`src/rtl/maxnet_acc_pkg.sv`:
```
// Shared constants for the MaxNet accumulate stage: FSM encodings,
// accumulator width derivation and the activation saturation limit.
package maxnet_acc_pkg;

    localparam logic [0:0] ST_ACC  = 1'b0;
    localparam logic [0:0] ST_HOLD = 1'b1;

    function automatic int clog2(input int v);
        for (int r = 0; r < 31; r++) begin
            if ((1 << r) >= v) return r;
        end
        return 31;
    endfunction

    // Largest non-negative activation representable in a WIDTH-bit signed operand.
    function automatic int sat_max(input int width);
        return (1 << (width - 1)) - 1;
    endfunction

endpackage

```
`src/rtl/maxnet_acc_relu.sv`:
```
// relu_sat: ReLU, fixed-point rescale and saturation of a neuron's net input.
module relu_sat
    import maxnet_acc_pkg::*;
#(
    parameter int WIDTH = 5,
    parameter int FRAC  = 2,
    parameter int ACC_W = 12
) (
    input  logic signed [ACC_W-1:0] sum,
    output logic        [WIDTH-1:0] res,
    output logic                    res_zero,
    output logic                    res_sat
);

    localparam logic signed [ACC_W-1:0] MAX_ACT = ACC_W'(sat_max(WIDTH));

    logic signed [ACC_W-1:0] shifted;

    function automatic logic [WIDTH-1:0] saturate(input logic signed [ACC_W-1:0] t);
        if (t > MAX_ACT) return WIDTH'(sat_max(WIDTH));
        return t[WIDTH-1:0];
    endfunction

    assign shifted = sum >>> FRAC;

    always_comb begin
        res      = '0;
        res_zero = 1'b0;
        res_sat  = 1'b0;
        // Sign bit or exact zero means the neuron is inhibited.
        if (sum[ACC_W-1] || (sum == '0)) begin
            res_zero = 1'b1;
        end else begin
            res     = saturate(shifted);
            res_sat = (shifted > MAX_ACT);
        end
    end

endmodule

```
`src/rtl/maxnet_acc.sv`:
```
// MaxNet accumulate stage: sums N signed products per neuron, then applies
// ReLU/rescale/saturation and holds the activation until downstream accepts it.
module maxnet_acc
    import maxnet_acc_pkg::*;
#(
    parameter int WIDTH = 5,
    parameter int N     = 4,
    parameter int FRAC  = 2
) (
    input  logic                      clk,
    input  logic                      rst_n,
    input  logic signed [2*WIDTH-1:0] prod,
    input  logic                      prod_valid,
    input  logic                      prod_last,
    output logic                      prod_ready,
    output logic        [WIDTH-1:0]   res,
    output logic                      res_valid,
    input  logic                      res_ready,
    output logic                      res_zero,
    output logic                      res_sat,
    output logic                      err
);

    localparam int CNT_W = clog2(N);
    localparam int ACC_W = 2 * WIDTH + CNT_W;
    localparam logic [CNT_W-1:0] LAST_CNT = CNT_W'(N - 1);

    logic [0:0]              state;
    logic signed [ACC_W-1:0] acc;
    logic signed [ACC_W-1:0] addend;
    logic signed [ACC_W-1:0] sum_nxt;
    logic        [ACC_W-1:0] carry;
    logic        [CNT_W-1:0] cnt;
    logic                    accept;
    logic                    at_last;
    logic                    close;
    logic        [WIDTH-1:0] pp_res;
    logic                    pp_zero;
    logic                    pp_sat;

    assign prod_ready = (state == ST_ACC);
    assign res_valid  = (state == ST_HOLD);
    assign accept     = prod_valid && prod_ready;
    assign at_last    = (cnt == LAST_CNT);
    assign close      = accept && (prod_last || at_last);

    assign addend = {{(ACC_W - 2 * WIDTH){prod[2*WIDTH-1]}}, prod};

    // Ripple of full-adder cells; carry out of the MSB is never needed
    // because ACC_W already covers the worst-case N-product sum.
    assign carry[0] = 1'b0;
    for (genvar i = 0; i < ACC_W; i++) begin : g_fa
        assign sum_nxt[i] = acc[i] ^ addend[i] ^ carry[i];
        if (i < ACC_W - 1) begin : g_carry
            assign carry[i+1] = (acc[i] & addend[i]) | (carry[i] & (acc[i] ^ addend[i]));
        end
    end

    relu_sat #(
        .WIDTH (WIDTH),
        .FRAC  (FRAC),
        .ACC_W (ACC_W)
    ) u_relu_sat (
        .sum      (sum_nxt),
        .res      (pp_res),
        .res_zero (pp_zero),
        .res_sat  (pp_sat)
    );

    always_ff @(posedge clk or negedge rst_n) begin
        if (!rst_n) begin
            state    <= ST_ACC;
            acc      <= '0;
            cnt      <= '0;
            res      <= '0;
            res_zero <= 1'b0;
            res_sat  <= 1'b0;
            err      <= 1'b0;
        end else begin
            case (state)
                ST_ACC: begin
                    if (accept) begin
                        acc <= sum_nxt;
                        cnt <= cnt + 1'b1;
                        // Closing beat: capture post-processed sum, flag any
                        // disagreement between prod_last and the beat count.
                        if (close) begin
                            state    <= ST_HOLD;
                            res      <= pp_res;
                            res_zero <= pp_zero;
                            res_sat  <= pp_sat;
                            if (prod_last != at_last) err <= 1'b1;
                        end
                    end
                end
                ST_HOLD: begin
                    if (res_ready) begin
                        acc   <= '0;
                        cnt   <= '0;
                        state <= ST_ACC;
                    end
                end
                default: state <= ST_ACC;
            endcase
        end
    end

endmodule

```
`config.mk`:
```
export PLATFORM = sky130hd
export DESIGN_NAME = maxnet_acc
export DESIGN_NICKNAME = d
export VERILOG_FILES = /design/src/rtl/maxnet_acc_pkg.sv /design/src/rtl/maxnet_acc_relu.sv /design/src/rtl/maxnet_acc.sv
export SDC_FILE = /design/constraint.sdc
export NUM_CORES = 1
export LEC_CHECK = 0
export CORE_ASPECT_RATIO = 2
export CORE_UTILIZATION = 50
export CTS_BUF_LIST = sky130_fd_sc_hd__clkbuf_4 sky130_fd_sc_hd__clkbuf_8
export CTS_CLUSTER_SIZE = 14
export DETAILED_ROUTE_END_ITERATION = 16
export DONT_BUFFER_PORTS = 1
export PLACE_DENSITY_LB_ADDON = 0.05
export SLEW_MARGIN = 20
export SYNTH_ARGS = -nofsm -noshare
export SYNTH_HDL_FRONTEND = slang
export SYNTH_HIERARCHICAL = 1
export SYNTH_SLANG_ARGS = --single-unit
```
`constraint.sdc`:
```
create_clock -name clk -period 6.7 [get_ports clk]
set_input_delay 0.67 -clock clk [delete_from_list [all_inputs] [get_ports clk]]
set_output_delay 0.67 -clock clk [all_outputs]
set_load 0.02 [all_outputs]
```
# After elaboration in Yosys (flattened, before gate mapping)
# Index checks and enable logic that the tools add are counted.
[word_totals]
regBits = 23
input_bits = 15
output_inout_bits = 10
wordCells = 93
[classes]
addsub = 1
magnitude_cmp = 1
eq_ne = 4
mux = 17
bitwise_logic = 55
reduce_logical = 8
[op_table]
columns = ["operator", "count"]
rows = [
  ["$mux 12", 2],
  ["$pmux 12 s2", 1],
  ["$xor 1x1->1", 23],
  ["$and 1x1->1", 21],
  ["$mux 5", 3],
  ["$logic_not 12->1", 1],
  ["$gt 10x5->1 const B", 1],
  ["$or 1x1->1", 10],
  ["$mux 1", 7],
  ["$mux 2", 2],
  ["$pmux 2 s2", 1],
  ["$reduce_and 4->1", 1],
  ["$reduce_and 3->1", 1],
  ["$add 2x1->2 const B", 1],
  ["$eq 2x2->1 const B", 1],
  ["$logic_and 1x1->1", 2],
  ["$logic_or 1x1->1", 2],
  ["$ne 2x1->1 const B", 1],
  ["$ne 2x2->1 const B", 1],
  ["$pmux 1 s2", 1],
  ["$reduce_and 2->1", 1],
  ["$ne 1x1->1", 1],
  ["$not 1->1", 1],
]

# Logic depth before layout (Yosys ltp)
# Gate-level depths: netlist (run 1).
[depth]
depth_word = 27
ltp_mapped = 21
depth_no_buf = 21

# Hierarchy
# Netlist (run 1), hierarchy kept.
[modules_own_cells]
columns = ["mod", "n_inst", "cells_each", "area_per_inst_um2", "seq_area_each_um2"]
rows = [
  ["maxnet_acc", 1, 121, 1302.5, 575.6],
  ["relu_sat", 1, 16, 87.6, 0.0],
]

# Worst setup path after synthesis (run 1)
# Ideal clock, no wire load.
[synth_timing]
path_type = "input-to-reg"
startpoint = "in prod[0]"
endpoint = "reg res[3]"
setup_ns = 0.125
t_arrival_ns = 5.053
t_required_ns = 6.575
slack_ns = 1.522
path_stages = 21
n_path_buf = 0
path_cell_list = "ha_1 -> inv_1 -> fa_1 -> fa_1 -> fa_1 -> inv_1 -> fa_1 -> inv_1 -> fa_1 -> inv_1 -> fa_1 -> fa_1 -> inv_1 -> fa_1 -> fa_1 -> inv_1 -> fa_1 -> or4_4 -> nor3_1 -> nor2_1 -> mux2_2"
[synth_via]
elab_cells_between_ends = 40
cone_classes = "1 x order compare; 4 x mux; 33 x bitwise; 2 x reduce/logical"
[synth_lines]
columns = ["item", "line_no", "text"]
rows = [
  ["from (decl)", "maxnet_acc.sv:12", "input logic signed [2*WIDTH-1:0] prod,"],
  ["$and 1x1->1 * (2 in series)", "maxnet_acc.sv:55", "assign carry[i+1] = (acc[i] & addend[i]) | (carry[i] & (acc[i] ^ addend[i]));"],
  ["$or 1x1->1 *", "maxnet_acc.sv:55", ""],
  ["$and 1x1->1 *", "maxnet_acc.sv:55", ""],
  ["$or 1x1->1 *", "maxnet_acc.sv:55", ""],
  ["$and 1x1->1 *", "maxnet_acc.sv:55", ""],
  ["$or 1x1->1 *", "maxnet_acc.sv:55", ""],
  ["$and 1x1->1 *", "maxnet_acc.sv:55", ""],
  ["$or 1x1->1 *", "maxnet_acc.sv:55", ""],
  ["(+10 left out)", "-", ""],
  ["$xor 1x1->1 *", "maxnet_acc.sv:53", "assign sum_nxt[i] = acc[i] ^ addend[i] ^ carry[i];"],
  ["via sum_nxt[10]", "maxnet_acc.sv:31", "logic signed [ACC_W-1:0] sum_nxt;"],
  ["$gt 10x5->1", "maxnet_acc_relu.sv:20", "if (t > MAX_ACT) return WIDTH'(sat_max(WIDTH));"],
  ["$mux 1", "maxnet_acc_relu.sv:20", ""],
  ["$mux 1", "maxnet_acc_relu.sv:31", "if (sum[ACC_W-1] || (sum == '0)) begin"],
  ["$mux 5", "maxnet_acc_relu.sv:21", "return t[WIDTH-1:0];"],
  ["$mux 5 *", "maxnet_acc_relu.sv:31", ""],
  ["via pp_res[3]", "maxnet_acc.sv:37", "logic [WIDTH-1:0] pp_res;"],
  ["to (signal assigned)", "maxnet_acc.sv:89", "res <= pp_res;"],
  ["to (decl)", "maxnet_acc.sv:16", "output logic [WIDTH-1:0] res,"],
]
# Mark *: on every way through the listed nets, which the timed path passes. The rest lies on a longest branch. The select of a mux whose other input is x is not followed.
# A chain may end at the register's enable or synchronous reset.

# Worst setup path in the final report (run 1)
[layout_timing]
startpoint = "reg acc[0]"
endpoint = "reg res[1]"
[layout_via]
elab_cells_between_ends = 40
cone_classes = "1 x order compare; 4 x mux; 33 x bitwise; 2 x reduce/logical"
[layout_lines]
columns = ["item", "line_no", "text"]
rows = [
  ["from (decl)", "maxnet_acc.sv:29", "logic signed [ACC_W-1:0] acc;"],
  ["from (signal assigned)", "maxnet_acc.sv:83", "acc <= sum_nxt;"],
  ["$and 1x1->1 * (2 in series)", "maxnet_acc.sv:55", ""],
  ["$or 1x1->1 *", "maxnet_acc.sv:55", ""],
  ["$and 1x1->1 *", "maxnet_acc.sv:55", ""],
  ["$or 1x1->1 *", "maxnet_acc.sv:55", ""],
  ["$and 1x1->1 *", "maxnet_acc.sv:55", ""],
  ["$or 1x1->1 *", "maxnet_acc.sv:55", ""],
  ["$and 1x1->1 *", "maxnet_acc.sv:55", ""],
  ["$or 1x1->1 *", "maxnet_acc.sv:55", ""],
  ["(+10 left out)", "-", ""],
  ["$xor 1x1->1 *", "maxnet_acc.sv:53", ""],
  ["via sum_nxt[10]", "maxnet_acc.sv:31", ""],
  ["$gt 10x5->1", "maxnet_acc_relu.sv:20", ""],
  ["$mux 1", "maxnet_acc_relu.sv:20", ""],
  ["$mux 1", "maxnet_acc_relu.sv:31", ""],
  ["$mux 5", "maxnet_acc_relu.sv:21", ""],
  ["$mux 5 *", "maxnet_acc_relu.sv:31", ""],
  ["via pp_res[1]", "maxnet_acc.sv:37", ""],
]
# Marked as above.

==> results of run 1 <==
[layout make-up]
type                       instances  area [um2]  share of cell area
tap                               28        35.0              0.0241
clock buffer                       3        41.3              0.0284
multi-input combinational         83         691               0.475
inverter                          28         105              0.0724
sequential                        23         576               0.396
clock inverter                     1        5.00             0.00345
[metal layers]
layer  vias to the layer above  routed length [um]  GRT usage  part of all wire
met3                         4                  74     0.0175             0.029
met5                         -                   0          0                 0
li1                        433                   -          -                 -
met1                       459                 972      0.253              0.38
met4                         0                  33     0.0724             0.013
met2                        21                1490      0.380              0.58
[cells by family after synthesis]
group | after synthesis
AND/OR/NAND/NOR | 35
adder cells (fa/ha/maj) | 13
other | 1
multiplexers | 14
buffers and inverters | 31
AO/OA/AOI/OAI | 17
XOR/XNOR | 3
flip-flops | 23
[path summary, 6_finish.rpt]
path | endpoint | slack, ns | cells after the start
setup / recovery | res[1] | 1.49 | 21
hold / removal | res[2] | 0.09 | 0
setup reg to reg | res[1] | 1.49 | 21
hold reg to reg | acc[9] | 0.50 | 2
max in group asynchronous | res_valid | 6.54 | 0
min in group clk | acc[1] | 0.48 | 1
[synthesized netlist by cell type, drive strengths merged]
library cell / count / share of area
a21o: 1 / 0.0054
a31o: 1 / 0.0063
buf: 2 / 0.011
clkbuf: 1 / 0.0027
conb: 1 / 0.0027
dfrtp: 23 / 0.41
fa: 10 / 0.14
ha: 3 / 0.027
inv: 28 / 0.076
mux2: 7 / 0.057
mux2i: 7 / 0.050
nand2: 15 / 0.041
nand2b: 1 / 0.0099
nand3: 2 / 0.0072
nand4: 1 / 0.0045
nor2: 8 / 0.027
nor2b: 1 / 0.0045
nor3: 5 / 0.022
o21ai: 12 / 0.043
o22ai: 3 / 0.014
or4: 2 / 0.014
xnor2: 3 / 0.019
[flip-flops by register name (all words and copies together) (netlist names)]
register / flops
err: 1
res_zero: 1
cnt: 2
res_valid: 1
res: 5
res_sat: 1
acc: 12
[power groups by stage]
stage / combinational [mW] / clock [mW] / sequential, mW
after floorplan: 0.243 / 0 / 0.268
after global placement: 0.293 / 0 / 0.279
after detailed placement: 0.302 / 0 / 0.284
after CTS: 0.304 / 0.0907 / 0.281
after global routing: 0.344 / 0.0962 / 0.293
final: 0.297 / 0.0873 / 0.280
[placed cells by master (no fill, tap or decap)]
cell | synthesis | routed
sky130_fd_sc_hd__inv_1 | 27 | 27
sky130_fd_sc_hd__dfrtp_1 | 23 | 23
sky130_fd_sc_hd__nand2_1 | 15 | 15
sky130_fd_sc_hd__o21ai_0 | 12 | 12
sky130_fd_sc_hd__fa_1 | 10 | 10
sky130_fd_sc_hd__mux2_2 | 7 | 7
sky130_fd_sc_hd__mux2i_1 | 7 | 7
sky130_fd_sc_hd__nor2_1 | 7 | 7
sky130_fd_sc_hd__nor3_1 | 4 | 4
sky130_fd_sc_hd__xnor2_1 | 3 | 3
sky130_fd_sc_hd__o22ai_1 | 3 | 3
sky130_fd_sc_hd__ha_1 | 3 | 3
sky130_fd_sc_hd__clkbuf_8 | 0 | 3
sky130_fd_sc_hd__nand3_1 | 2 | 2
sky130_fd_sc_hd__nand2b_4 | 1 | 1
sky130_fd_sc_hd__nor2_4 | 1 | 1
sky130_fd_sc_hd__a21o_1 | 1 | 1
sky130_fd_sc_hd__nor2b_1 | 1 | 1
sky130_fd_sc_hd__inv_2 | 1 | 1
sky130_fd_sc_hd__or4_1 | 1 | 1
sky130_fd_sc_hd__nand4_1 | 1 | 1
sky130_fd_sc_hd__clkinv_2 | 0 | 1
sky130_fd_sc_hd__or4_4 | 1 | 1
sky130_fd_sc_hd__nor3_2 | 1 | 1
sky130_fd_sc_hd__a31o_1 | 1 | 1
sky130_fd_sc_hd__conb_1 | 1 | 1
[critical path, stage by stage, from the launching register on]
cell,delay (ns)
sky130_fd_sc_hd__dfrtp_1,0.39
sky130_fd_sc_hd__ha_1,0.16
sky130_fd_sc_hd__inv_1,0.04
sky130_fd_sc_hd__fa_1,0.39
sky130_fd_sc_hd__fa_1,0.39
sky130_fd_sc_hd__fa_1,0.37
sky130_fd_sc_hd__inv_1,0.07
sky130_fd_sc_hd__fa_1,0.16
sky130_fd_sc_hd__inv_1,0.05
sky130_fd_sc_hd__fa_1,0.35
sky130_fd_sc_hd__inv_1,0.08
sky130_fd_sc_hd__fa_1,0.19
sky130_fd_sc_hd__fa_1,0.17
sky130_fd_sc_hd__inv_1,0.05
sky130_fd_sc_hd__fa_1,0.37
sky130_fd_sc_hd__fa_1,0.37
sky130_fd_sc_hd__inv_1,0.08
sky130_fd_sc_hd__fa_1,0.43
sky130_fd_sc_hd__or4_4,0.47
sky130_fd_sc_hd__nor3_1,0.19
sky130_fd_sc_hd__nor2_1,0.07
sky130_fd_sc_hd__mux2_2,0.27
[stage by stage]
step / cells / setup WS (ns) / area [um2]
4_1_cts: 166 / 1.47 / 1450
2_1_floorplan: 137 / 1.52 / 1390
3_3_place_gp: 162 / 1.27 / 1410
5_1_grt: 166 / 1.23 / 1450
3_5_place_dp: 162 / 1.20 / 1410
6_report: 166 / 1.49 / 1450
==> run_summary.xml, run 1 <==
<?xml version="1.0" encoding="UTF-8"?>
<metrics>
  <group name="setup_path">
    <metric name="timing.critical_path.arrival" unit="ns">5.37</metric>
    <metric name="worst_setup_path_start_kind" unit="">register</metric>
    <metric name="r2r-start" unit="">acc[0]</metric>
    <metric name="cp.required" unit="ns">6.86</metric>
    <metric name="crit_start" unit="">acc[0]</metric>
    <metric name="cp_max_fo" unit="">5</metric>
    <metric name="timing_worst_setup_path_type" unit="">reg -&gt; reg</metric>
    <metric name="critical_path.endpoint_type" unit="">register</metric>
  </group>
  <group name="placed_design">
    <metric name="io_buffer_count" unit="">0</metric>
    <metric name="dpl.hpwl" unit="um">2070</metric>
    <metric name="gpl.final_weighted_congestion" unit="">0.711</metric>
  </group>
  <group name="clock_network">
    <metric name="holdBufCountCts" unit="">0</metric>
    <metric name="clk_pin_slew" unit="ns">0.08</metric>
    <metric name="setup_fix_buffers_added_after_clock_tree_synthesis" unit="">0</metric>
    <metric name="htreeDepth" unit="">1</metric>
    <metric name="cts.repair.resized" unit="">0</metric>
    <metric name="clock_tree.buffer_depth" unit="">2</metric>
    <metric name="cts-buffers-inserted" unit="">3</metric>
    <metric name="tritoncts" unit="">yes</metric>
    <metric name="clkSinkCount" unit="">23</metric>
    <metric name="clockRootBuffer" unit="">sky130_fd_sc_hd__clkbuf_8</metric>
    <metric name="clock_insertion_delay_worst_skew" unit="ns">0.27</metric>
  </group>
  <group name="synth">
    <metric name="post_synth_instance_area" unit="um2">1390</metric>
    <metric name="syn_nets" unit="">165</metric>
    <metric name="synth-xor-area-share" unit="">0.0189</metric>
    <metric name="syn_avg_cell_area" unit="um2">10.1</metric>
    <metric name="synth_cells" unit="">137</metric>
    <metric name="post_synthesis_sequential_element_count" unit="">23</metric>
    <metric name="yosysUniqueCellTypes" unit="">26</metric>
    <metric name="synthMuxAreaShare" unit="">0.107</metric>
    <metric name="yosys_warnings" unit="">6</metric>
    <metric name="dominant_combinational_cell_family_by_area_after_synthesis" unit="">adder cells</metric>
    <metric name="synth_seq_area_share" unit="">0.414</metric>
    <metric name="synth_compound_gate_area_share" unit="">0.0684</metric>
    <metric name="synthesized_area_fraction_occupied_by_and_or_nand_nor_cells" unit="">0.129</metric>
    <metric name="synthAdderAreaFrac" unit="">0.171</metric>
  </group>
  <group name="timing">
    <metric name="timing.final.hold_violations" unit="">0</metric>
    <metric name="worst_slew_margin_rel" unit="">0.590</metric>
    <metric name="finalSetupTns" unit="ns">0</metric>
    <metric name="final_setup_violation_count" unit="">0</metric>
    <metric name="worst_slew_pin_slew" unit="ns">0.615</metric>
    <metric name="rsz0062_at_grt" unit="">false</metric>
    <metric name="hold_ws" unit="ns">0.0862</metric>
    <metric name="final_min_period_over_clock_period" unit="">0.778</metric>
    <metric name="final_max_slew_viol_count" unit="">0</metric>
    <metric name="fmax" unit="MHz">192</metric>
    <metric name="finClkSkew" unit="ns">0.00356</metric>
    <metric name="period_minus_slack" unit="ns">5.21</metric>
  </group>
  <group name="pwr">
    <metric name="sw_frac_of_total" unit="">0.430</metric>
    <metric name="pwr-share-seq" unit="">0.422</metric>
    <metric name="cellLeakagePower" unit="nW">0.687</metric>
    <metric name="power_switching" unit="mW">0.286</metric>
    <metric name="cellPowerDensity" unit="nW/um2">457</metric>
    <metric name="vdd.ir_drop.worst" unit="mV">0.261</metric>
    <metric name="power.share.combinational" unit="">0.447</metric>
    <metric name="cellInternalPower" unit="mW">0.379</metric>
    <metric name="clock_power_share" unit="">0.131</metric>
    <metric name="fin_total_pwr" unit="mW">0.665</metric>
  </group>
  <group name="outcome">
    <metric name="result_of_the_run" unit="">completed</metric>
  </group>
  <group name="grt">
    <metric name="grt_start_max_net_pins" unit="">24</metric>
    <metric name="grt.total_usage" unit="">0.215</metric>
    <metric name="gr-total-overflow" unit="">0</metric>
    <metric name="grt_pass1_wl" unit="um">4590</metric>
    <metric name="initial_antenna_violation_count" unit="">0</metric>
    <metric name="grt_pass1_vias" unit="">1055</metric>
  </group>
  <group name="finish">
    <metric name="layout.core_utilization" unit="">0.558</metric>
    <metric name="synthToLayoutAreaGrowth" unit="%">4.50</metric>
    <metric name="final_layout_size_suffix_gt1_frac" unit="">0.116</metric>
    <metric name="num_antenna_cells" unit="">0</metric>
    <metric name="layout.filler_cells" unit="">258</metric>
    <metric name="num-nets-final" unit="">167</metric>
  </group>
  <group name="floorplan">
    <metric name="chip_width" unit="um">39.3</metric>
    <metric name="fp.coreArea" unit="um2">2600</metric>
    <metric name="die-area" unit="um2">3010</metric>
    <metric name="pin_count" unit="">25</metric>
    <metric name="chipHeight" unit="um">76.6</metric>
    <metric name="fp-row-count" unit="">26</metric>
    <metric name="initial_utilization" unit="">0.534</metric>
  </group>
  <group name="drt">
    <metric name="detailed_route_drc_error_count" unit="">0</metric>
    <metric name="detailroute.via_count" unit="">917</metric>
    <metric name="firstDrtPassIters" unit="">4</metric>
    <metric name="ant_nets" unit="">0</metric>
    <metric name="dr.first_iter.drc_count" unit="">14</metric>
    <metric name="route.final.wire_length" unit="um">2570</metric>
    <metric name="wl_per_cell" unit="um">15.5</metric>
    <metric name="via_per_inst" unit="">5.52</metric>
  </group>
  <group name="min_path">
    <metric name="worst_hold_path_type" unit="">in -&gt; async</metric>
  </group>
  <group name="flow_run">
    <metric name="drv.max_cap_violation_count" unit="">0</metric>
  </group>
</metrics>
No activity file was read; power rests on OpenSTA's default activity.
==> run 2: changes to the inputs <==
- ABC_AREA: unset -> 1
- clock period: 6.7 -> 5.3 ns (I/O delays scaled with it)
==> run 2 against run 1 <==
Compared with the run above:
- via count rose by 5.3%
- register-to-register slack got worse by 0.83 ns
- global-route usage fell by 1.6 points
- area after synthesis fell by 1.8%
- largest power group unchanged
- power rose by 28%
- clock skew rose by 0.0017 ns
- clock-buffer cell count rose by 1
==> run_summary.xml, run 2 <==
<?xml version="1.0" encoding="UTF-8"?>
<metrics>
  <group name="timing">
    <metric name="fmax" unit="MHz">215</metric>
    <metric name="final_max_slew_viol_count" unit="">0</metric>
    <metric name="final_setup_violation_count" unit="">0</metric>
    <metric name="finalSetupTns" unit="ns">0</metric>
    <metric name="period_minus_slack" unit="ns">4.64</metric>
    <metric name="rsz0062_at_grt" unit="">false</metric>
    <metric name="timing.final.hold_violations" unit="">0</metric>
    <metric name="final_min_period_over_clock_period" unit="">0.876</metric>
    <metric name="finClkSkew" unit="ns">0.00529</metric>
  </group>
  <group name="setup_path">
    <metric name="critical_path.endpoint_type" unit="">register</metric>
    <metric name="cp.required" unit="ns">5.46</metric>
    <metric name="cp_max_fo" unit="">3</metric>
    <metric name="worst_setup_path_start_kind" unit="">register</metric>
    <metric name="timing.critical_path.arrival" unit="ns">4.81</metric>
    <metric name="timing_worst_setup_path_type" unit="">reg -&gt; reg</metric>
  </group>
  <group name="clock_network">
    <metric name="clockRootBuffer" unit="">sky130_fd_sc_hd__clkbuf_8</metric>
    <metric name="tritoncts" unit="">yes</metric>
    <metric name="cts.repair.resized" unit="">0</metric>
    <metric name="htreeDepth" unit="">1</metric>
    <metric name="clock_tree.buffer_depth" unit="">2</metric>
    <metric name="clock_insertion_delay_worst_skew" unit="ns">0.27</metric>
    <metric name="setup_fix_buffers_added_after_clock_tree_synthesis" unit="">0</metric>
    <metric name="clk_pin_slew" unit="ns">0.08</metric>
    <metric name="cts-buffers-inserted" unit="">3</metric>
    <metric name="clkSinkCount" unit="">23</metric>
  </group>
  <group name="synth">
    <metric name="post_synthesis_sequential_element_count" unit="">23</metric>
    <metric name="yosys_warnings" unit="">6</metric>
    <metric name="syn_avg_cell_area" unit="um2">8.59</metric>
    <metric name="synth_seq_area_share" unit="">0.422</metric>
    <metric name="syn_nets" unit="">187</metric>
    <metric name="yosysUniqueCellTypes" unit="">24</metric>
    <metric name="ys_dominant_reg_cell" unit="">sky130_fd_sc_hd__dfrtp_1</metric>
    <metric name="synth_area_leader_cell" unit="">sky130_fd_sc_hd__dfrtp_1</metric>
    <metric name="post_synth_instance_area" unit="um2">1370</metric>
    <metric name="post-synth-top-count-cell" unit="">sky130_fd_sc_hd__nand2_1</metric>
    <metric name="synth_area_leaders" unit="">sky130_fd_sc_hd__dfrtp_1 42%, sky130_fd_sc_hd__fa_1 15%, sky130_fd_sc_hd__nand2_1 13%</metric>
    <metric name="synth.cells.most_frequent" unit="">48 x sky130_fd_sc_hd__nand2_1, 32 x sky130_fd_sc_hd__inv_1, 23 x sky130_fd_sc_hd__dfrtp_1</metric>
    <metric name="synth_cells" unit="">159</metric>
    <metric name="synth-edff-count" unit="">0</metric>
    <metric name="async_flop_share" unit="">1.00</metric>
    <metric name="yosys.area.top_type_share" unit="">0.422</metric>
  </group>
  <group name="grt">
    <metric name="grt_pass1_wl" unit="um">4010</metric>
    <metric name="grt_start_max_net_pins" unit="">24</metric>
    <metric name="grt.total_usage" unit="">0.199</metric>
    <metric name="gr-total-overflow" unit="">0</metric>
    <metric name="initial_antenna_violation_count" unit="">0</metric>
    <metric name="grt_pass1_vias" unit="">950</metric>
  </group>
  <group name="placed_design">
    <metric name="gpl.final_weighted_congestion" unit="">0.785</metric>
    <metric name="dpl.hpwl" unit="um">1960</metric>
    <metric name="io_buffer_count" unit="">0</metric>
    <metric name="placed_cells" unit="">185</metric>
  </group>
  <group name="finish">
    <metric name="num_antenna_cells" unit="">0</metric>
    <metric name="fin_cells" unit="">190</metric>
    <metric name="layout_top_registers" unit="">acc: 12 flops, res: 5 flops, cnt: 2 flops</metric>
    <metric name="num-nets-final" unit="">191</metric>
    <metric name="final_layout_size_suffix_gt1_frac" unit="">0.0926</metric>
    <metric name="multiInputGateArea" unit="um2">631</metric>
    <metric name="synthToLayoutAreaGrowth" unit="%">5.13</metric>
    <metric name="final-seq-area" unit="um2">576</metric>
    <metric name="final_common_cell" unit="">sky130_fd_sc_hd__nand2_1</metric>
    <metric name="largest-register" unit="">acc</metric>
    <metric name="largest_reg_flops" unit="">12</metric>
    <metric name="layout.filler_cells" unit="">249</metric>
    <metric name="mostFrequentLayoutCells" unit="">48 x sky130_fd_sc_hd__nand2_1, 32 x sky130_fd_sc_hd__inv_1, 23 x sky130_fd_sc_hd__dfrtp_1</metric>
  </group>
  <group name="flow_run">
    <metric name="drv.max_cap_violation_count" unit="">0</metric>
  </group>
  <group name="floorplan">
    <metric name="chipHeight" unit="um">75.9</metric>
    <metric name="fp-row-count" unit="">26</metric>
    <metric name="chip_width" unit="um">38.9</metric>
    <metric name="initial_utilization" unit="">0.531</metric>
    <metric name="fp.coreArea" unit="um2">2570</metric>
    <metric name="pin_count" unit="">25</metric>
    <metric name="die-area" unit="um2">2960</metric>
  </group>
  <group name="pwr">
    <metric name="cellLeakagePower" unit="nW">0.779</metric>
    <metric name="vdd.ir_drop.worst" unit="mV">0.307</metric>
    <metric name="cellPowerDensity" unit="nW/um2">595</metric>
  </group>
  <group name="drt">
    <metric name="detailed_route_drc_error_count" unit="">0</metric>
    <metric name="wl_per_cell" unit="um">13.1</metric>
    <metric name="route.final.wire_length" unit="um">2490</metric>
    <metric name="detailroute.via_count" unit="">966</metric>
    <metric name="via_per_inst" unit="">5.08</metric>
    <metric name="ant_nets" unit="">0</metric>
    <metric name="firstDrtPassIters" unit="">4</metric>
    <metric name="dr.first_iter.drc_count" unit="">14</metric>
  </group>
  <group name="min_path">
    <metric name="worst_hold_path_type" unit="">in -&gt; async</metric>
  </group>
  <group name="outcome">
    <metric name="result_of_the_run" unit="">completed</metric>
  </group>
</metrics>
## run 2: repair_timing
item | CTS | global route
setup endpoints to repair | 0 | 0
hold buffers | 1 | 0
hold endpoints to repair | 23 | 0
## run 2: where the power goes
| part | leakage, nW | internal, mW | total [mW] | switching [mW] |
|---|---|---|---|---|
| clock | 0.0262 | 0.0588 | 0.114 | 0.0550 |
| combinational | 0.470 | 0.157 | 0.407 | 0.250 |
| sequential | 0.283 | 0.252 | 0.333 | 0.0803 |
## run 2: metal layers
metal / vias up / GRT usage / routed length [um]
met1: 464 / 0.200 / 935
met5: - / 0 / 0
met2: 17 / 0.378 / 1450
met4: 0 / 0.0920 / 51
met3: 5 / 0.0262 / 51
li1: 480 / - / -
## run 2: through the flow
stage / utilization / hold WS (ns) / power [mW] / area (um2) / setup slack, ns
CTS: 0.560 / 0.371 / 0.860 / 1440 / 0.648
floorplan: - / 0.234 / 0.659 / 1370 / 0.731
global placement: 0.537 / 0.235 / 0.731 / 1380 / 0.531
finish: 0.558 / 0.217 / 0.854 / 1440 / 0.656
global route: 0.558 / 0.269 / 0.942 / 1440 / 0.357
detailed placement: 0.537 / 0.235 / 0.743 / 1380 / 0.480
## run 2: worst max-delay path, stage by stage (launching register included)
cell and delay [ns]:
sky130_fd_sc_hd__dfrtp_1 0.35, sky130_fd_sc_hd__ha_1 0.14, sky130_fd_sc_hd__inv_1 0.05, sky130_fd_sc_hd__fa_1 0.38, sky130_fd_sc_hd__fa_1 0.39, sky130_fd_sc_hd__fa_1 0.36, sky130_fd_sc_hd__inv_1 0.09, sky130_fd_sc_hd__fa_1 0.16
sky130_fd_sc_hd__inv_1 0.05, sky130_fd_sc_hd__fa_1 0.35, sky130_fd_sc_hd__inv_1 0.08, sky130_fd_sc_hd__fa_1 0.17, sky130_fd_sc_hd__fa_1 0.16, sky130_fd_sc_hd__inv_1 0.05, sky130_fd_sc_hd__fa_1 0.37, sky130_fd_sc_hd__fa_1 0.36
sky130_fd_sc_hd__inv_1 0.07, sky130_fd_sc_hd__fa_1 0.44, sky130_fd_sc_hd__inv_1 0.11, sky130_fd_sc_hd__nand3_2 0.10, sky130_fd_sc_hd__nand2_1 0.11, sky130_fd_sc_hd__nand2_1 0.06, sky130_fd_sc_hd__nand3_1 0.08, sky130_fd_sc_hd__nand2_1 0.06
## run 2: path summary, 6_finish.rpt
| kind | depth (start not counted) | end | slack [ns] | from |
|---|---|---|---|---|
| min reg2reg | 2 | cnt[1] | 0.48 | cnt[1] |
| min | 1 | res[3] | 0.22 | rst_n |
| min in group clk | 1 | res_valid | 0.37 | res_ready |
| max | 23 | res[3] | 0.66 | acc[0] |
| max reg2reg | 23 | res[3] | 0.66 | acc[0] |
| max in group asynchronous | 1 | acc[0] | 4.75 | rst_n |
## run 2: cell families after synthesis
kind of cell | after synthesis | synth area share
AOI/OAI and AO/OA | 9 | 0.0431
adders and majority gates | 13 | 0.174
buffers and inverters | 38 | 0.116
DFF | 23 | 0.422
other | 1 | 0.00275
and+or+nand+nor | 75 | 0.242
## run 2: area by class of cell
type	instances	area share
multi-input cells	98	0.439
flip-flops and latches	23	0.401
inverters	36	0.0976
clock buffers	4	0.0340
well taps	28	0.0244
repair buffers	1	0.00349
==> run 3: changes to the inputs <==
- REMOVE_ABC_BUFFERS: unset -> 1
==> run 3 against run 2 <==
Compared with the run above:
- combinational power increased by 2%
- clock-buffer cell count unchanged
- critical endpoint is now res[1]
- worst setup slack got worse by 0.040 ns
- via count increased by 0.21%
- non-clock buffer count unchanged
- global-route usage increased by 0.82 points
- power increased by 0.88%
- clock power about the same
- critical path depth unchanged
==> run_summary.xml, run 3 (same netlist as run 2, synthesis figures left out) <==
<?xml version="1.0" encoding="UTF-8"?>
<metrics>
  <group name="outcome">
    <metric name="result_of_the_run" unit="">completed</metric>
  </group>
  <group name="setup_path">
    <metric name="timing_worst_setup_path_type" unit="">reg -&gt; reg</metric>
    <metric name="timing.critical_path.slowest_stage_cell" unit="">sky130_fd_sc_hd__fa_1</metric>
    <metric name="cp.buffers_inverters" unit="">7</metric>
    <metric name="crit_start" unit="">acc[0]</metric>
    <metric name="cp_max_fo" unit="">3</metric>
    <metric name="critical-path-top-delay-family" unit="">adder cells</metric>
    <metric name="crit_path_cell_trace" unit="">ha_1 -&gt; inv_1 -&gt; fa_1 -&gt; fa_1 -&gt; fa_1 -&gt; inv_1 -&gt; fa_1 -&gt; inv_1 -&gt; fa_1 -&gt; inv_1 -&gt; fa_1 -&gt; fa_1 -&gt; inv_1 -&gt; fa_1 -&gt; fa_1 -&gt; inv_1 -&gt; fa_1 -&gt; inv_1 -&gt; nand3_2 -&gt; nand2_1 -&gt; nand2_1 -&gt; nand3_1 -&gt; nand2_1</metric>
    <metric name="timing.critical_path.arrival" unit="ns">4.84</metric>
    <metric name="cp.required" unit="ns">5.45</metric>
    <metric name="dominant_cell_type_by_count_on_the_critical_path" unit="">sky130_fd_sc_hd__fa_1</metric>
    <metric name="worst_setup_path_start_kind" unit="">register</metric>
    <metric name="cp_slowest_stage_delay" unit="ns">0.43</metric>
    <metric name="r2r-start" unit="">acc[0]</metric>
    <metric name="critical_path.endpoint_type" unit="">register</metric>
  </group>
  <group name="clock_network">
    <metric name="htreeDepth" unit="">1</metric>
    <metric name="holdBufCountCts" unit="">1</metric>
    <metric name="clock_insertion_delay_worst_skew" unit="ns">0.26</metric>
    <metric name="cts-buffers-inserted" unit="">3</metric>
    <metric name="clock_tree.buffer_depth" unit="">2</metric>
    <metric name="setup_fix_buffers_added_after_clock_tree_synthesis" unit="">0</metric>
    <metric name="cts.repair.resized" unit="">0</metric>
    <metric name="clk_pin_slew" unit="ns">0.08</metric>
    <metric name="clockRootBuffer" unit="">sky130_fd_sc_hd__clkbuf_8</metric>
    <metric name="tritoncts" unit="">yes</metric>
    <metric name="clkSinkCount" unit="">23</metric>
  </group>
  <group name="finish">
    <metric name="num-nets-final" unit="">191</metric>
    <metric name="layout_top_registers" unit="">acc: 12 flops, res: 5 flops, cnt: 2 flops</metric>
    <metric name="largest_reg_flops" unit="">12</metric>
    <metric name="num_antenna_cells" unit="">0</metric>
    <metric name="final_layout_size_suffix_gt1_frac" unit="">0.0926</metric>
    <metric name="final_common_cell" unit="">sky130_fd_sc_hd__nand2_1</metric>
    <metric name="mostFrequentLayoutCells" unit="">48 x sky130_fd_sc_hd__nand2_1, 32 x sky130_fd_sc_hd__inv_1, 23 x sky130_fd_sc_hd__dfrtp_1</metric>
    <metric name="layout.filler_cells" unit="">253</metric>
    <metric name="largest-register" unit="">acc</metric>
    <metric name="synthToLayoutAreaGrowth" unit="%">5.13</metric>
  </group>
  <group name="placed_design">
    <metric name="dpl.hpwl" unit="um">2090</metric>
    <metric name="dp_slack" unit="ns">0.429</metric>
    <metric name="io_buffer_count" unit="">0</metric>
    <metric name="gpl.final_weighted_congestion" unit="">0.831</metric>
  </group>
  <group name="pwr">
    <metric name="cellInternalPower" unit="mW">0.471</metric>
    <metric name="vdd.ir_drop.worst" unit="mV">0.286</metric>
    <metric name="pwr-share-seq" unit="">0.387</metric>
    <metric name="power_switching" unit="mW">0.391</metric>
    <metric name="sw_frac_of_total" unit="">0.454</metric>
    <metric name="power.share.combinational" unit="">0.482</metric>
    <metric name="clock_power_share" unit="">0.131</metric>
    <metric name="cellLeakagePower" unit="nW">0.779</metric>
    <metric name="cellPowerDensity" unit="nW/um2">600</metric>
  </group>
  <group name="timing">
    <metric name="final_setup_violation_count" unit="">0</metric>
    <metric name="fin_ws" unit="ns">0.615</metric>
    <metric name="timing.final.hold_violations" unit="">0</metric>
    <metric name="final_min_period_over_clock_period" unit="">0.884</metric>
    <metric name="final_max_slew_viol_count" unit="">0</metric>
    <metric name="fmax" unit="MHz">213</metric>
    <metric name="rsz0062_at_grt" unit="">false</metric>
    <metric name="worst_slew_margin_rel" unit="">0.661</metric>
    <metric name="finalSetupTns" unit="ns">0</metric>
    <metric name="finClkSkew" unit="ns">0.00358</metric>
    <metric name="period_minus_slack" unit="ns">4.68</metric>
    <metric name="worst_slew_pin_slew" unit="ns">0.508</metric>
  </group>
  <group name="floorplan">
    <metric name="chipHeight" unit="um">75.9</metric>
    <metric name="initial_utilization" unit="">0.531</metric>
    <metric name="pin_count" unit="">25</metric>
    <metric name="fp.coreArea" unit="um2">2570</metric>
    <metric name="die-area" unit="um2">2960</metric>
    <metric name="chip_width" unit="um">38.9</metric>
    <metric name="fp-row-count" unit="">26</metric>
  </group>
  <group name="grt">
    <metric name="grt.total_usage" unit="">0.207</metric>
    <metric name="grt_pass1_wl" unit="um">4200</metric>
    <metric name="grt_pass1_vias" unit="">1024</metric>
    <metric name="initial_antenna_violation_count" unit="">0</metric>
    <metric name="gr-total-overflow" unit="">0</metric>
    <metric name="grt_start_max_net_pins" unit="">24</metric>
  </group>
  <group name="drt">
    <metric name="firstDrtPassIters" unit="">4</metric>
    <metric name="detailroute.via_count" unit="">968</metric>
    <metric name="route.final.wire_length" unit="um">2560</metric>
    <metric name="via_per_inst" unit="">5.09</metric>
    <metric name="detailed_route_drc_error_count" unit="">0</metric>
    <metric name="dr.first_iter.drc_count" unit="">26</metric>
    <metric name="wl_per_cell" unit="um">13.5</metric>
    <metric name="ant_nets" unit="">0</metric>
  </group>
  <group name="min_path">
    <metric name="worst_hold_path_type" unit="">in -&gt; async</metric>
  </group>
  <group name="flow_run">
    <metric name="drv.max_cap_violation_count" unit="">0</metric>
  </group>
</metrics>
==> run 3: cell counts in the layout (fill, tap and decap cells not counted) <==
Identical to the previous run, type by type.
==> run 3: worst register-to-register path: stages (launching register included) <==
cell and delay [ns]:
sky130_fd_sc_hd__dfrtp_1 0.35, sky130_fd_sc_hd__ha_1 0.15, sky130_fd_sc_hd__inv_1 0.05, sky130_fd_sc_hd__fa_1 0.37
sky130_fd_sc_hd__fa_1 0.41, sky130_fd_sc_hd__fa_1 0.42, sky130_fd_sc_hd__inv_1 0.09, sky130_fd_sc_hd__fa_1 0.16
sky130_fd_sc_hd__inv_1 0.05, sky130_fd_sc_hd__fa_1 0.35, sky130_fd_sc_hd__inv_1 0.07, sky130_fd_sc_hd__fa_1 0.17
sky130_fd_sc_hd__fa_1 0.16, sky130_fd_sc_hd__inv_1 0.05, sky130_fd_sc_hd__fa_1 0.37, sky130_fd_sc_hd__fa_1 0.36
sky130_fd_sc_hd__inv_1 0.07, sky130_fd_sc_hd__fa_1 0.43, sky130_fd_sc_hd__inv_1 0.11, sky130_fd_sc_hd__nand3_2 0.10
sky130_fd_sc_hd__nand2_1 0.10, sky130_fd_sc_hd__nand2_1 0.06, sky130_fd_sc_hd__nand3_1 0.07, sky130_fd_sc_hd__nand2_1 0.06
==> run 3: per-stage QoR <==
stage | power (mW) | hold WS (ns) | instances | area (um2) | util
global placement | 0.734 | 0.235 | 185 | 1380 | 0.537
finish | 0.861 | 0.228 | 190 | 1440 | 0.558
CTS | 0.872 | 0.363 | 190 | 1440 | 0.560
global route | 0.953 | 0.271 | 190 | 1440 | 0.558
floorplan | 0.655 | 0.234 | 157 | 1350 | -
detailed placement | 0.752 | 0.235 | 185 | 1380 | 0.537
==> run 3: routing by layer <==
layer,GRT usage,up-vias,part of all wire
met5,0,-,0
met4,0.103,0,0.027
met3,0.0233,8,0.030
met2,0.398,26,0.60
met1,0.202,461,0.35
li1,-,473,-
==> run 3: area by class of cell <==
type / instances / area, um2 / share of cell area
clock buffers: 4 / 48.8 / 0.0340
inverters: 36 / 140 / 0.0976
multi-input cells: 98 / 631 / 0.439
flip-flops and latches: 23 / 576 / 0.401
well taps: 28 / 35.0 / 0.0244
repair buffers: 1 / 5.00 / 0.00349
==> run 3: power groups by stage <==
stage                     Sequential [mW]  Clock, mW  Combinational (mW)
after floorplan                     0.326          0               0.330
after global placement              0.334          0               0.400
after detailed placement            0.339          0               0.414
after CTS                           0.335      0.116               0.421
after global routing                0.345      0.122               0.486
final                               0.333      0.113               0.415
==> run 3: worst paths after layout <==
kind	slack (ns)	endpoint	depth (start not counted)
max in group asynchronous	4.73	acc[7]	1
worst max register to register	0.62	res[1]	23
min in group clk	0.36	res_valid	1
worst min-delay path	0.23	acc[3]	1
worst min register to register	0.48	cnt[0]	1
worst max-delay path	0.62	res[1]	23
